File: src/rtl/muldiv_pkg.sv
// Shared constants for the EX-stage HI/LO multiply/divide sequencer:
// funct codes, FSM state encoding and default widths.
package muldiv_pkg;

   localparam int NB_DATA_DEF  = 32;
   localparam int NB_FUNCT_DEF = 6;

   localparam logic [NB_FUNCT_DEF-1:0] FUNCT_MTHI  = 6'b010001;
   localparam logic [NB_FUNCT_DEF-1:0] FUNCT_MTLO  = 6'b010011;
   localparam logic [NB_FUNCT_DEF-1:0] FUNCT_MULT  = 6'b011000;
   localparam logic [NB_FUNCT_DEF-1:0] FUNCT_MULTU = 6'b011001;
   localparam logic [NB_FUNCT_DEF-1:0] FUNCT_DIV   = 6'b011010;
   localparam logic [NB_FUNCT_DEF-1:0] FUNCT_DIVU  = 6'b011011;

   localparam logic [2:0] ST_IDLE = 3'd0;
   localparam logic [2:0] ST_PREP = 3'd1;
   localparam logic [2:0] ST_RUN  = 3'd2;
   localparam logic [2:0] ST_FIX  = 3'd3;
   localparam logic [2:0] ST_DONE = 3'd4;

   function automatic logic is_muldiv(input logic [NB_FUNCT_DEF-1:0] funct);
      return (funct == FUNCT_MULT) || (funct == FUNCT_MULTU) ||
             (funct == FUNCT_DIV)  || (funct == FUNCT_DIVU);
   endfunction

endpackage

File: src/rtl/muldiv_step.sv
// One radix-2 iteration: shift-add multiply or restoring shift-subtract divide
// on the {acc, shreg} pair. Purely combinational.
module muldiv_step #(
   parameter int NB_DATA = 32
) (
   input  logic [NB_DATA-1:0] i_acc,
   input  logic [NB_DATA-1:0] i_shreg,
   input  logic [NB_DATA-1:0] i_operand,
   input  logic               i_is_div,
   output logic [NB_DATA-1:0] o_acc,
   output logic [NB_DATA-1:0] o_shreg
);

   logic [NB_DATA:0]   mul_sum;
   logic [NB_DATA:0]   rem_shift;
   logic [NB_DATA-1:0] rem_diff;
   logic               rem_ge;

   always_comb begin
      mul_sum   = {1'b0, i_acc} + (i_shreg[0] ? {1'b0, i_operand} : '0);
      rem_shift = {i_acc, i_shreg[NB_DATA-1]};
      rem_ge    = (rem_shift >= {1'b0, i_operand});
      // When the subtraction is kept the true difference is below the divisor,
      // so the low NB_DATA bits hold it exactly.
      rem_diff  = rem_shift[NB_DATA-1:0] - i_operand;
      if (i_is_div) begin
         o_acc   = rem_ge ? rem_diff : rem_shift[NB_DATA-1:0];
         o_shreg = {i_shreg[NB_DATA-2:0], rem_ge};
      end else begin
         o_acc   = mul_sum[NB_DATA:1];
         o_shreg = {mul_sum[0], i_shreg[NB_DATA-1:1]};
      end
   end

endmodule

File: src/rtl/ex_muldiv_seq.sv
// EX-stage MULT/MULTU/DIV/DIVU sequencer owning HI/LO; stalls the pipe while busy.
// Define MULDIV_EARLY_TERM_EN to finish multiplies once no multiplier bits remain.
module ex_muldiv_seq
   import muldiv_pkg::*;
#(
   parameter int NB_DATA  = NB_DATA_DEF,
   parameter int NB_FUNCT = NB_FUNCT_DEF
) (
   input  logic                i_clk,
   input  logic                i_rst_n,
   input  logic                i_start,
   input  logic [NB_FUNCT-1:0] i_funct,
   input  logic [NB_DATA-1:0]  i_op_a,
   input  logic [NB_DATA-1:0]  i_op_b,
   input  logic                i_flush,
   output logic                o_stall,
   output logic [NB_DATA-1:0]  o_hi,
   output logic [NB_DATA-1:0]  o_lo,
   output logic                o_done,
   output logic                o_div_by_zero
);

   localparam int NB_CNT = $clog2(NB_DATA);
   localparam logic [NB_CNT-1:0] CNT_LAST = NB_CNT'(NB_DATA - 1);

   logic [2:0]          state_q, state_d;
   logic [NB_CNT-1:0]   cnt_q, cnt_d;
   logic [NB_FUNCT-1:0] funct_q, funct_d;
   logic [NB_DATA-1:0]  a_q, a_d, b_q, b_d;
   logic [NB_DATA-1:0]  acc_q, acc_d, shreg_q, shreg_d, opnd_q, opnd_d;
   logic [NB_DATA-1:0]  hi_q, hi_d, lo_q, lo_d;
   logic                neg_res_q, neg_res_d, neg_rem_q, neg_rem_d;
   logic                dbz_q, dbz_d;

   logic                accept, is_div, is_signed;
   logic [NB_DATA-1:0]  a_abs, b_abs, step_acc, step_shreg, quot_fix, rem_fix;
   logic [2*NB_DATA-1:0] prod_fix;

   assign accept    = (state_q == ST_IDLE) && i_start && is_muldiv(i_funct) && !i_flush;
   assign is_div    = (funct_q == FUNCT_DIV)  || (funct_q == FUNCT_DIVU);
   assign is_signed = (funct_q == FUNCT_MULT) || (funct_q == FUNCT_DIV);
   assign a_abs     = (is_signed && a_q[NB_DATA-1]) ? -a_q : a_q;
   assign b_abs     = (is_signed && b_q[NB_DATA-1]) ? -b_q : b_q;
   assign prod_fix  = neg_res_q ? -{acc_q, shreg_q} : {acc_q, shreg_q};
   assign quot_fix  = neg_res_q ? -shreg_q : shreg_q;
   assign rem_fix   = neg_rem_q ? -acc_q : acc_q;

   muldiv_step #(.NB_DATA(NB_DATA)) u_step (
      .i_acc     (acc_q),
      .i_shreg   (shreg_q),
      .i_operand (opnd_q),
      .i_is_div  (is_div),
      .o_acc     (step_acc),
      .o_shreg   (step_shreg)
   );

`ifdef MULDIV_EARLY_TERM_EN
   logic [NB_DATA-1:0]   remain_mask;
   logic [NB_CNT:0]      remain_cnt;
   logic [2*NB_DATA-1:0] aligned;
   logic                 early_done;

   // Low (NB_DATA - cnt) bits of shreg are the multiplier bits not yet consumed.
   assign remain_mask = {NB_DATA{1'b1}} >> cnt_q;
   assign remain_cnt  = (NB_CNT+1)'(NB_DATA) - {1'b0, cnt_q};
   assign aligned     = {acc_q, shreg_q} >> remain_cnt;
   assign early_done  = !is_div && ((shreg_q & remain_mask) == '0);
`endif

   // NOTE: every next-state signal gets its hold value first, so no path leaves
   // one unassigned and no latch is inferred.
   always_comb begin
      state_d   = state_q;
      cnt_d     = cnt_q;
      funct_d   = funct_q;
      a_d       = a_q;
      b_d       = b_q;
      acc_d     = acc_q;
      shreg_d   = shreg_q;
      opnd_d    = opnd_q;
      neg_res_d = neg_res_q;
      neg_rem_d = neg_rem_q;
      dbz_d     = dbz_q;
      hi_d      = hi_q;
      lo_d      = lo_q;
      case (state_q)
         ST_IDLE: begin
            if (accept) begin
               state_d = ST_PREP;
               funct_d = i_funct;
               a_d     = i_op_a;
               b_d     = i_op_b;
            end else if (i_start && (i_funct == FUNCT_MTHI)) begin
               hi_d = i_op_a;
            end else if (i_start && (i_funct == FUNCT_MTLO)) begin
               lo_d = i_op_a;
            end
         end
         ST_PREP: begin
            cnt_d     = '0;
            acc_d     = '0;
            shreg_d   = is_div ? a_abs : b_abs;
            opnd_d    = is_div ? b_abs : a_abs;
            neg_res_d = is_signed && (a_q[NB_DATA-1] ^ b_q[NB_DATA-1]);
            neg_rem_d = is_signed && a_q[NB_DATA-1];
            dbz_d     = is_div && (b_q == '0);
            if (i_flush) begin
               state_d = ST_IDLE;
            end else if (is_div && (b_q == '0)) begin
               hi_d    = a_q;
               lo_d    = '1;
               state_d = ST_DONE;
            end else begin
               state_d = ST_RUN;
            end
         end
         ST_RUN: begin
            if (i_flush) begin
               state_d = ST_IDLE;
`ifdef MULDIV_EARLY_TERM_EN
            end else if (early_done) begin
               {acc_d, shreg_d} = aligned;
               state_d          = ST_FIX;
`endif
            end else begin
               acc_d   = step_acc;
               shreg_d = step_shreg;
               cnt_d   = cnt_q + 1'b1;
               if (cnt_q == CNT_LAST) state_d = ST_FIX;
            end
         end
         ST_FIX: begin
            if (i_flush) begin
               state_d = ST_IDLE;
            end else begin
               if (is_div) begin
                  hi_d = rem_fix;
                  lo_d = quot_fix;
               end else begin
                  {hi_d, lo_d} = prod_fix;
               end
               state_d = ST_DONE;
            end
         end
         default: state_d = ST_IDLE;
      endcase
   end

   // NOTE: sequential state uses non-blocking assignments only; datapath flops
   // are reset as well so nothing powers up undefined.
   always_ff @(posedge i_clk or negedge i_rst_n) begin
      if (!i_rst_n) begin
         state_q   <= ST_IDLE;
         cnt_q     <= '0;
         funct_q   <= '0;
         a_q       <= '0;
         b_q       <= '0;
         acc_q     <= '0;
         shreg_q   <= '0;
         opnd_q    <= '0;
         neg_res_q <= 1'b0;
         neg_rem_q <= 1'b0;
         dbz_q     <= 1'b0;
         hi_q      <= '0;
         lo_q      <= '0;
      end else begin
         state_q   <= state_d;
         cnt_q     <= cnt_d;
         funct_q   <= funct_d;
         a_q       <= a_d;
         b_q       <= b_d;
         acc_q     <= acc_d;
         shreg_q   <= shreg_d;
         opnd_q    <= opnd_d;
         neg_res_q <= neg_res_d;
         neg_rem_q <= neg_rem_d;
         dbz_q     <= dbz_d;
         hi_q      <= hi_d;
         lo_q      <= lo_d;
      end
   end

   assign o_stall       = accept || (state_q == ST_PREP) || (state_q == ST_RUN) ||
                          (state_q == ST_FIX);
   assign o_done        = (state_q == ST_DONE);
   assign o_div_by_zero = o_done && dbz_q;
   assign o_hi          = hi_q;
   assign o_lo          = lo_q;

endmodule

File: config.mk
export PLATFORM = sky130hd
export DESIGN_NAME = ex_muldiv_seq
export DESIGN_NICKNAME = d
export VERILOG_FILES = /design/src/rtl/muldiv_pkg.sv /design/src/rtl/muldiv_step.sv /design/src/rtl/ex_muldiv_seq.sv
export SDC_FILE = /design/constraint.sdc
export NUM_CORES = 1
export LEC_CHECK = 0
export ABC_AREA = 1
export BUFFER_PORTS_ARGS = -buffer_cell sky130_fd_sc_hd__clkbuf_2
export CAP_MARGIN = 20
export CORE_ASPECT_RATIO = 1.4
export CORE_MARGIN = 2
export CORE_UTILIZATION = 65
export CTS_BUF_LIST = sky130_fd_sc_hd__clkbuf_4
export CTS_CLUSTER_DIAMETER = 40
export CTS_CLUSTER_SIZE = 28
export DETAILED_ROUTE_END_ITERATION = 8
export HOLD_SLACK_MARGIN = 0.03
export PLACE_DENSITY = 0.95
export RECOVER_POWER = 100
export SYNTH_ARGS = -nofsm -noshare
export SYNTH_HDL_FRONTEND = slang
export SYNTH_SLANG_ARGS = --single-unit
File: constraint.sdc
create_clock -name i_clk -period 3.6 [get_ports i_clk]
set_input_delay 0.18 -clock i_clk [delete_from_list [all_inputs] [get_ports i_clk]]
set_output_delay 0.18 -clock i_clk [all_outputs]
set_load 0.005 [all_outputs]
==> results of run 1 <==
[metal layers]
layer	track usage	overflow
met5	0.0164	0
met4	0.583	9
met3	0.383	2
met1	0.635	0
met2	0.843	7
[Yosys cell counts, drive strengths merged (43+ instances only)]
master / n
buf: 45
xor2: 43
nand4: 58
nor2: 393
inv: 504
o21ai: 290
ha: 70
nand2: 1100
nand3: 411
a21oi: 143
clkbuf: 87
dfrtp: 241
[timing repair]
item                                    4_1_cts
endpoints found under the setup margin        0
endpoints found under the hold margin       357
hold buffers                                 75
[kinds of logic after synthesis]
group / share of synthesized area
AO/OA/AOI/OAI: 0.140
XOR/XNOR: 0.0217
adder cells (fa/ha/maj): 0.0429
buffers and inverters: 0.114
flip-flops: 0.282
AND/OR/NAND/NOR: 0.399
[through the flow]
stage,utilization,cell area [sq um],hold WS (ns),instances
floorplan,-,21400,-0.116,3586
global placement,0.698,22600,0.270,4092
detailed placement,0.698,22600,0.273,4092
CTS,0.738,23900,0.0573,4222
==> reports/summary.md, run 1 <==
• **top cell type's share of synthesized area** 0.282
• **DIE WIDTH** 157 microns
• **predominant post-synthesis flop cell** sky130_fd_sc_hd__dfrtp_1
• **maximum buffer depth of the clock tree** 3
• **cell taking the most area after synthesis** sky130_fd_sc_hd__dfrtp_1
• **routability congestion estimate** 1.16
• **number of storage elements in the synthesis netlist** 241
• **std cell rows** 78
• **Tool Error** [ERROR GRT-0116] Global routing finished with congestion. Check the congestion regions in the DRC Viewer.
• **net count of the mapped netlist** 3732
• **sinks on the clock net** 241
• **starting density of the core** 0.660
• **async set-reset flop share out of synthesis** 1.00
• **total global routing overflow** 18
• **Post-Synthesis Cells** 3586
• **vias in the first global route** 26.6k
• **Die Y** 219 microns
• **number of buffers added on ports** 140
• **number of distinct standard cells referenced by the synthesized netlist** 47
• **root buffer cell** sky130_fd_sc_hd__clkbuf_4
• **TritonCTS buffer count** 30
• **register area share after synthesis** 0.282
• **mean instance size in the synthesized netlist** 5.96 sq um
• **final HPWL from detailed placement** 70700 microns
• **Setup WS pre-CTS** 0.731 ns
• **Top Ports** 141
• **Post-Synthesis Cell Area** 21400 sq um
• **Yosys warning total** 0
• **status** did not finish
• **global-route wire length before repair** 158000 microns
• **Post CTS Setup Buffer Count** 0
• **largest net degree at the start of global routing** 133
• **deepest level of the CTS H-tree** 1
• **top cells by area, synth** sky130_fd_sc_hd__dfrtp_1, sky130_fd_sc_hd__nand2_1, sky130_fd_sc_hd__nand3_1, sky130_fd_sc_hd__inv_1, sky130_fd_sc_hd__nor2_1
• **combined global-route utilization of all metal layers** 0.617
• **number of enable-type register cells in the synthesized netlist** 0
• **number of gates resized after cts** 0
• **Stop stage** 5_1_grt
==> run 2, diff against run 1 <==
--- a/config.mk
+++ b/config.mk
@@ -8,15 +8,10 @@
 export ABC_AREA = 1
 export BUFFER_PORTS_ARGS = -buffer_cell sky130_fd_sc_hd__clkbuf_2
 export CAP_MARGIN = 20
-export CORE_ASPECT_RATIO = 1.4
 export CORE_MARGIN = 2
-export CORE_UTILIZATION = 65
-export CTS_BUF_LIST = sky130_fd_sc_hd__clkbuf_4
-export CTS_CLUSTER_DIAMETER = 40
-export CTS_CLUSTER_SIZE = 28
+export CORE_UTILIZATION = 40
 export DETAILED_ROUTE_END_ITERATION = 8
-export HOLD_SLACK_MARGIN = 0.03
-export PLACE_DENSITY = 0.95
+export PLACE_DENSITY_LB_ADDON = 0.15
 export RECOVER_POWER = 100
 export SYNTH_ARGS = -nofsm -noshare
 export SYNTH_HDL_FRONTEND = slang
==> reports/summary.md, run 2 <==
• **number of routed nets with antenna violations** 0
• **kind of cell with the highest combined delay on the critical path** simple AND/OR/NAND/NOR gates
• **Tcrit/Tclk final** 0.984
• **Post-Synthesis Cell Area** 21400 sq um, unchanged
• **final HPWL from detailed placement** 75100 microns, +6.3%
• **wire per inst** 21.3 microns
• **max-cap viol count** 1
• **layout cells sized above 1** 0.0642
• **leading cell type in the layout, fill and taps excluded** sky130_fd_sc_hd__nand2_1
• **total wirelength of the detailed-routed design** 95100 microns
• **type of destination of the critical path** flop
• **power density cells** 908 nW/um^2
• **Yosys warning total** 0, unchanged
• **number of distinct standard cells referenced by the synthesized netlist** 47, unchanged
• **Worst path max stage delay** 0.70 ns
• **clock tree from TritonCTS** built
• **mean instance size in the synthesized netlist** 5.96 sq um, unchanged
• **combined global-route utilization of all metal layers** 0.336
• **routability congestion estimate** 1.03, -11%
• **cell taking the most area after synthesis** sky130_fd_sc_hd__dfrtp_1
• **number of gates resized after cts** 0, unchanged
• **critical path type** reg -> reg
• **std cell rows** 84, +7.7%
• **Die Y** 235 microns, +7.6%
• **antenna violations before repair** 3
• **core area** 52700 sq um
• **most frequent cell after synthesis** sky130_fd_sc_hd__nand2_1
• **async set-reset flop share out of synthesis** 1.00, unchanged
• **worst skew pair latency** 0.61 ns
• **worst path bufs/invs** 3
• **TritonCTS buffer count** 30, unchanged
• **overall via count from detail_route** 24.5k
• **register area share after synthesis** 0.282, unchanged
• **cells along the critical path** inv_1 -> nor2_4 -> inv_1 -> nor2_1 -> nand2_1 -> nand3_1 -> buf_4 -> nor3_1 -> a21boi_0
• **Max Clock Freq** 0.282 GHz
• **worst hold path depth** 4
• **number of violations reported at the end of detailed-routing iteration 0** 2880
• **required time of the worst setup path** 4.04 ns
• **status** finished with violations
• **Max Transition Viols Final** 81
• **Critical R2R Launch** state_q[0]$_DFFE_PN0P_
• **total global routing overflow** 0
• **number of hold violations in the final report** 0
• **Worst Tran Pin Value** 2.27 ns
• **deepest level of the CTS H-tree** 1, unchanged
• **maximum fanout along the worst path** 32
• **Clock Skews** 0.0222 ns
• **global-route wire length before repair** 142000 microns
• **overall die area** 55300 sq um
• **top cell type's share of synthesized area** 0.282, unchanged
• **final number of setup-violating endpoints** 0
• **worst IR drop on VDD** 0.543 mV
• **Area growth syn-to-layout** 14.5%
• **share of the core filled with cells** 0.465
• **launching element of the worst setup path** state_q[0]$_DFFE_PN0P_
• **DIE WIDTH** 235 microns, +50%
• **Post CTS Setup Buffer Count** 0, unchanged
• **leading cell types in the layout, fill and taps excluded** sky130_fd_sc_hd__nand2_1, sky130_fd_sc_hd__inv_1, sky130_fd_sc_hd__nand3_1
• **dominant cell type by count on the critical path** sky130_fd_sc_hd__inv_1
• **starting density of the core** 0.406, -0.254
• **Post-Synthesis Cells** 3586, unchanged
• **router iterations before antenna repair** 6
• **leakage power of the design** 12.7 nW
• **net count of the mapped netlist** 3732, unchanged
• **final worst path period need** 3.54 ns
• **top cells by area, synth** sky130_fd_sc_hd__dfrtp_1, sky130_fd_sc_hd__nand2_1, sky130_fd_sc_hd__nand3_1, sky130_fd_sc_hd__inv_1, sky130_fd_sc_hd__nor2_1
• **worst min-delay path category** in -> reg
• **violated checks** capacitance limit, slew limit
• **root buffer cell** sky130_fd_sc_hd__clkbuf_16
• **vias per inst** 5.51
• **RSZ-0062 raised after global routing** no
• **number of enable-type register cells in the synthesized netlist** 0, unchanged
• **net count of the finished layout** 3895
• **Max stage delay cell, worst path** sky130_fd_sc_hd__inv_1
• **CP Data Arrival Time** 3.98 ns
• **final total negative setup slack** 0 ns
• **clock transition time at the flip-flop clock pins of the worst setup and hold paths** 0.06 ns
• **Crit path depth** 9
• **fill count** 5743
• **predominant post-synthesis flop cell** sky130_fd_sc_hd__dfrtp_1
• **top post-synthesis cells by count** sky130_fd_sc_hd__nand2_1, sky130_fd_sc_hd__inv_1, sky130_fd_sc_hd__nand3_1, sky130_fd_sc_hd__nor2_1, sky130_fd_sc_hd__o21ai_0
• **maximum buffer depth of the clock tree** 3, unchanged
• **sinks on the clock net** 241, unchanged
• **sort of element at the start of the critical path** flop
• **number of storage elements in the synthesis netlist** 241, unchanged
• **total DRC errors in the routed layout** 0
• **Worst slew margin** -0.514
• **length in cells of the worst reg-to-reg path** 9
• **number of buffers added on ports** 140, unchanged
• **vias in the first global route** 22.9k
• **largest net degree at the start of global routing** 88
• **Hold Startpoint** i_op_b[4]
• **Top Ports** 141, unchanged
[run 2: logic make-up after synthesis]
group	count (synthesis)	synth area share
AO/OA/AOI/OAI	541	0.140
flip-flops	241	0.282
XOR/XNOR	53	0.0217
buffers and inverters	637	0.114
AND/OR/NAND/NOR	2042	0.399
adder cells (fa/ha/maj)	72	0.0429
[run 2: per-stage QoR]
stage	hold slack [ns]	setup WS [ns]	cells	power [mW]	cell area (sq um)
final	0.326	0.0588	4458	22.2	24500
after global routing	0.353	0.0767	4458	23.8	24500
after CTS	0.215	0.411	4457	21.8	24600
after detailed placement	0.247	0.656	4337	18.6	22900
after global placement	0.234	0.674	4337	18.6	22900
after floorplan	-0.116	1.15	3586	13.5	21400
[run 2: routing by layer]
metal / share of wire / up-vias / track usage
met5: 0 / - / 0
met4: 0.046 / 0 / 0.130
met3: 0.097 / 186 / 0.0753
met2: 0.42 / 1182 / 0.500
met1: 0.44 / 11300 / 0.472
li1: - / 11800 / -
[run 2: cell type report]
cell class | instances | area [sq um] | share of cell area
Clock inverter | 12 | 178 | 0.00726
Tap cell | 688 | 861 | 0.0352
Antenna cell | 1 | 2.50 | 0.000102
Timing Repair Buffer | 263 | 1760 | 0.0721
Multi-Input combinational cell | 2708 | 12900 | 0.528
Inverter | 505 | 1900 | 0.0776
Clock buffer | 40 | 818 | 0.0334
Sequential cell | 241 | 6030 | 0.247
[run 2: path summary, 6_finish.rpt]
kind	to	slack, ns
min in group asynchronous	b_q[14]$_DFFE_PN0P_	0.77
worst max register to register	o_hi[29]$_DFFE_PN0P_	0.06
worst min register to register	funct_q[4]$_DFFE_PN0P_	0.47
worst max-delay path	o_hi[29]$_DFFE_PN0P_	0.06
worst min-delay path	b_q[4]$_DFFE_PN0P_	0.33
max in group asynchronous	o_lo[21]$_DFFE_PN0P_	0.79
[run 2: worst reg2reg max path, stage by stage, from the launching register on]
cell and delay (ns):
sky130_fd_sc_hd__dfrtp_1 0.39, sky130_fd_sc_hd__inv_1 0.11, sky130_fd_sc_hd__nor2_4 0.04, sky130_fd_sc_hd__inv_1 0.70, sky130_fd_sc_hd__nor2_1 0.43, sky130_fd_sc_hd__nand2_1 0.23
sky130_fd_sc_hd__nand3_1 0.29, sky130_fd_sc_hd__buf_4 0.37, sky130_fd_sc_hd__nor3_1 0.61, sky130_fd_sc_hd__a21boi_0 0.19
[run 2: power breakdown]
group	leakage, nW	switching [mW]	internal (mW)
Sequential	2.81	1.52	3.98
Clock	0.487	1.29	1.87
Combinational	9.37	9.45	4.09
Total	12.7	12.3	9.94
[run 2: timing repair]
action / 4_1_cts / 5_1_grt
setup endpoints to repair: 0 / 0
endpoints found under the hold margin: 148 / 0
hold buffers: 68 / 0
No activity file was read; power rests on OpenSTA's default activity.
==> run 3, diff against run 2 <==
--- a/config.mk
+++ b/config.mk
@@ -15,4 +15,5 @@
 export RECOVER_POWER = 100
 export SYNTH_ARGS = -nofsm -noshare
 export SYNTH_HDL_FRONTEND = slang
+export SYNTH_HIERARCHICAL = 1
 export SYNTH_SLANG_ARGS = --single-unit
==> reports/summary.md, run 3 <==
• **number of distinct standard cells referenced by the synthesized netlist** 53, +13%
• **number of enable-type register cells in the synthesized netlist** 0, unchanged
• **maximum buffer depth of the clock tree** 3, unchanged
• **violated checks** capacitance limit, slew limit
• **reg-to-reg slack, setup** 0.38 ns, +0.32 ns
• **final number of setup-violating endpoints** 0, unchanged
• **status** finished with violations
• **area used by sequential logic in the layout** 6030 sq um, about the same
• **root buffer cell** sky130_fd_sc_hd__clkbuf_16
• **mean instance size in the synthesized netlist** 6.17 sq um, +3.5%
• **cell taking the most area after synthesis** sky130_fd_sc_hd__dfrtp_1
• **number of hold violations in the final report** 0, unchanged
• **Global Route met2 Usage** 0.541, +0.0406
• **worst IR drop on VDD** 0.650 mV, +20%
• **share of the core filled with cells** 0.462, -0.00260
• **cells along the critical path** inv_1 -> nand2_1 -> nor2_4 -> inv_1 -> o21ai_0 -> nor2_1 -> a21boi_0
• **worst skew pair latency** 0.62 ns, about the same
• **final hold slack** 0.332 ns, +0.00620 ns
• **total wirelength of the detailed-routed design** 93200 microns, -2.0%
• **async set-reset flop share out of synthesis** 1.00, unchanged
• **Clock Skews** 0.0269 ns, +0.00466 ns
• **Worst slew margin** -0.928, -0.414
• **non-filler instance count after layout** 4394, -1.4%
• **met1 routing resource usage after global routing** 0.434, -0.0379
• **final worst path period need** 3.22 ns, -0.318 ns
• **Post CTS Setup Buffer Count** 0, unchanged
• **TritonCTS buffer count** 30, unchanged
• **CP Data Arrival Time** 3.75 ns, -0.23 ns
• **register area share after synthesis** 0.280, -0.00244
• **dominant cell type by count on the critical path** sky130_fd_sc_hd__inv_1
• **overall die area** 55800 sq um, +0.86%
• **area of the multi-input gates** 13200 sq um, +2.2%
• **Post-Synthesis Cells** 3495, -2.5%
• **worst min-delay path category** in -> reg
• **DIE WIDTH** 236 microns, +0.43%
• **Worst path max stage delay** 1.05 ns, +0.35 ns
• **combined global-route utilization of all metal layers** 0.331, -0.00533
• **number of buffers added on ports** 140, unchanged
• **vias in the first global route** 22.7k, -0.61%
• **sort of element at the start of the critical path** flop
• **routability congestion estimate** 0.998, -3.3%
• **net count of the mapped netlist** 3641, -2.4%
• **required time of the worst setup path** 4.12 ns, +0.08 ns
• **number of violations reported at the end of detailed-routing iteration 0** 2310, -20%
• **most frequent cell after synthesis** sky130_fd_sc_hd__nand2_1
• **Area growth syn-to-layout** 14.9%
• **clock transition time at the flip-flop clock pins of the worst setup and hold paths** 0.06 ns, about the same
• **top post-synthesis cells by count** sky130_fd_sc_hd__nand2_1, sky130_fd_sc_hd__inv_1, sky130_fd_sc_hd__nand3_1, sky130_fd_sc_hd__nor2_1, sky130_fd_sc_hd__o21ai_0
• **std cell rows** 85, +1.2%
• **met3 Use GR** 0.0434, -0.0319
• **fill count** 5870, +2.2%
• **Max stage delay cell, worst path** sky130_fd_sc_hd__o21ai_0
• **antenna violations before repair** 3, unchanged
• **starting density of the core** 0.402, -0.00368
• **Critical R2R Launch** state_q[2]$_DFFE_PN0P_
• **deepest level of the CTS H-tree** 1, unchanged
• **final total negative setup slack** 0 ns, unchanged
• **number of gates resized after cts** 0, unchanged
• **top cells by area, synth** sky130_fd_sc_hd__dfrtp_1, sky130_fd_sc_hd__nand2_1, sky130_fd_sc_hd__nand3_1, sky130_fd_sc_hd__inv_1, sky130_fd_sc_hd__nor2_1
• **core area** 53600 sq um, +1.8%
• **CTS Hold Buffers Added** 70, +2.9%
• **vias per inst** 5.45, -0.95%
• **largest net degree at the start of global routing** 120, +36%
• **number of routed nets with antenna violations** 0, unchanged
• **layout cells sized above 1** 0.0938, +0.0296
• **Post-Synthesis Cell Area** 21600 sq um, +0.87%
• **launching element of the worst setup path** state_q[2]$_DFFE_PN0P_
• **net count of the finished layout** 3823, -1.8%
• **wire per inst** 21.2 microns, -0.57%
• **total DRC errors in the routed layout** 0, unchanged
• **type of destination of the critical path** flop
• **Top Ports** 141, unchanged
• **leading cell type in the layout, fill and taps excluded** sky130_fd_sc_hd__nand2_1
• **RSZ-0062 raised after global routing** no
• **peak-usage layer in the global routing report** met2
• **Critical Path End** o_hi[15]$_DFFE_PN0P_
• **final antenna diode count** 0, -1
• **final HPWL from detailed placement** 74700 microns, -0.58%
• **endpoint of the lowest-slack register-to-register path** o_hi[15]$_DFFE_PN0P_
• **max-cap viol count** 1, unchanged
• **maximum fanout along the worst path** 32, unchanged
• **Tcrit/Tclk final** 0.895, -0.0884
• **Worst Tran Pin Value** 2.89 ns, +0.621 ns
• **Yosys warning total** 6, +6
• **total global routing overflow** 0, unchanged
• **global-route wire length before repair** 140000 microns, -1.8%
• **Max Transition Viols Final** 98, +21%
• **power density cells** 872 nW/um^2, -3.9%
• **length in cells of the worst reg-to-reg path** 7, -2
• **clock tree from TritonCTS** built
• **number of storage elements in the synthesis netlist** 241, unchanged
• **dpl cells** 4271, -1.5%
• **top cell type's share of synthesized area** 0.280, -0.00244
• **router iterations before antenna repair** 6, unchanged
• **leakage power of the design** 13.3 nW, +4.8%
• **overall via count from detail_route** 24.0k, -2.4%
• **leading cell types in the layout, fill and taps excluded** sky130_fd_sc_hd__nand2_1, sky130_fd_sc_hd__inv_1, sky130_fd_sc_hd__nand3_1
• **critical path type** reg -> reg
• **predominant post-synthesis flop cell** sky130_fd_sc_hd__dfrtp_1
• **Max Clock Freq** 0.310 GHz, +9.9%
• **Die Y** 236 microns, +0.43%
• **sinks on the clock net** 241, unchanged
## run 3: cell types whose count changed after synthesis, sizes merged, moves of 24 or more
cell,before,now
a21oi,143,111
clkbuf,87,58
inv,504,457
mux2,0,53
nand3b,9,33
o21ai,290,264
## run 3: final cells by class
cell class / count / share of cell area
multi-input cells: 2674 / 0.533
well taps: 696 / 0.0352
inverters: 457 / 0.0694
clock inverters: 10 / 0.00722
clock buffers: 43 / 0.0351
repair buffers: 273 / 0.0766
flip-flops and latches: 241 / 0.244
## run 3: stage by stage
step / instance area (sq um) / setup slack [ns] / total power [mW]
after detailed placement: 23100 / 0.711 / 18.1
after floorplan: 21600 / 0.925 / 13.5
final: 24800 / 0.377 / 21.6
after global routing: 24800 / 0.205 / 23.3
after global placement: 23100 / 0.722 / 18.1
after CTS: 24800 / 0.667 / 21.5
## run 3: routing by layer
layer  share of wire  vias up
met4           0.054        2
met3           0.070      200
met2            0.46     1007
met5         0.00013        -
met1            0.42    11100
li1                -    11600
## run 3: critical path: cells and delay by family, from the launching register on
| kind | cells | cell delay, ns |
|---|---|---|
| AOI/OAI and AO/OA | 2 | 1.25 |
| and+or+nand+nor | 3 | 0.66 |
| buffers and inverters | 2 | 0.75 |
| DFF | 1 | 0.46 |
## run 3: worst min-delay path by stage
stage,start,endpoint,slack [ns],cells after the start
6_report,i_op_b[20],b_q[20]$_DFFE_PN0P_,0.33,3
5_1_grt,i_op_b[24],b_q[24]$_DFFE_PN0P_,0.34,3
4_1_cts,i_rst_n,opnd_q[1]$_DFFE_PN0P_,0.27,2
3_5_place_dp,i_rst_n,acc_q[28]$_DFFE_PN0P_,0.32,1
3_3_place_gp,i_rst_n,acc_q[28]$_DFFE_PN0P_,0.31,1
2_1_floorplan,i_rst_n,a_q[0]$_DFFE_PN0P_,-0.12,0
## run 3: where the power goes
part,leakage [nW],total [mW],internal (mW),switching (mW)
registers,3.07,5.01,3.71,1.31
clock network,0.515,3.24,1.96,1.29
logic,9.70,13.3,4.15,9.19
## run 3: kinds of logic after synthesis
group | Yosys count | share of synthesized area
XOR/XNOR | 55 | 0.0223
flip-flops | 241 | 0.280
adder cells (fa/ha/maj) | 72 | 0.0425
multiplexers | 53 | 0.0277
AND/OR/NAND/NOR | 2031 | 0.402
AO/OA/AOI/OAI | 463 | 0.118
buffers and inverters | 580 | 0.108
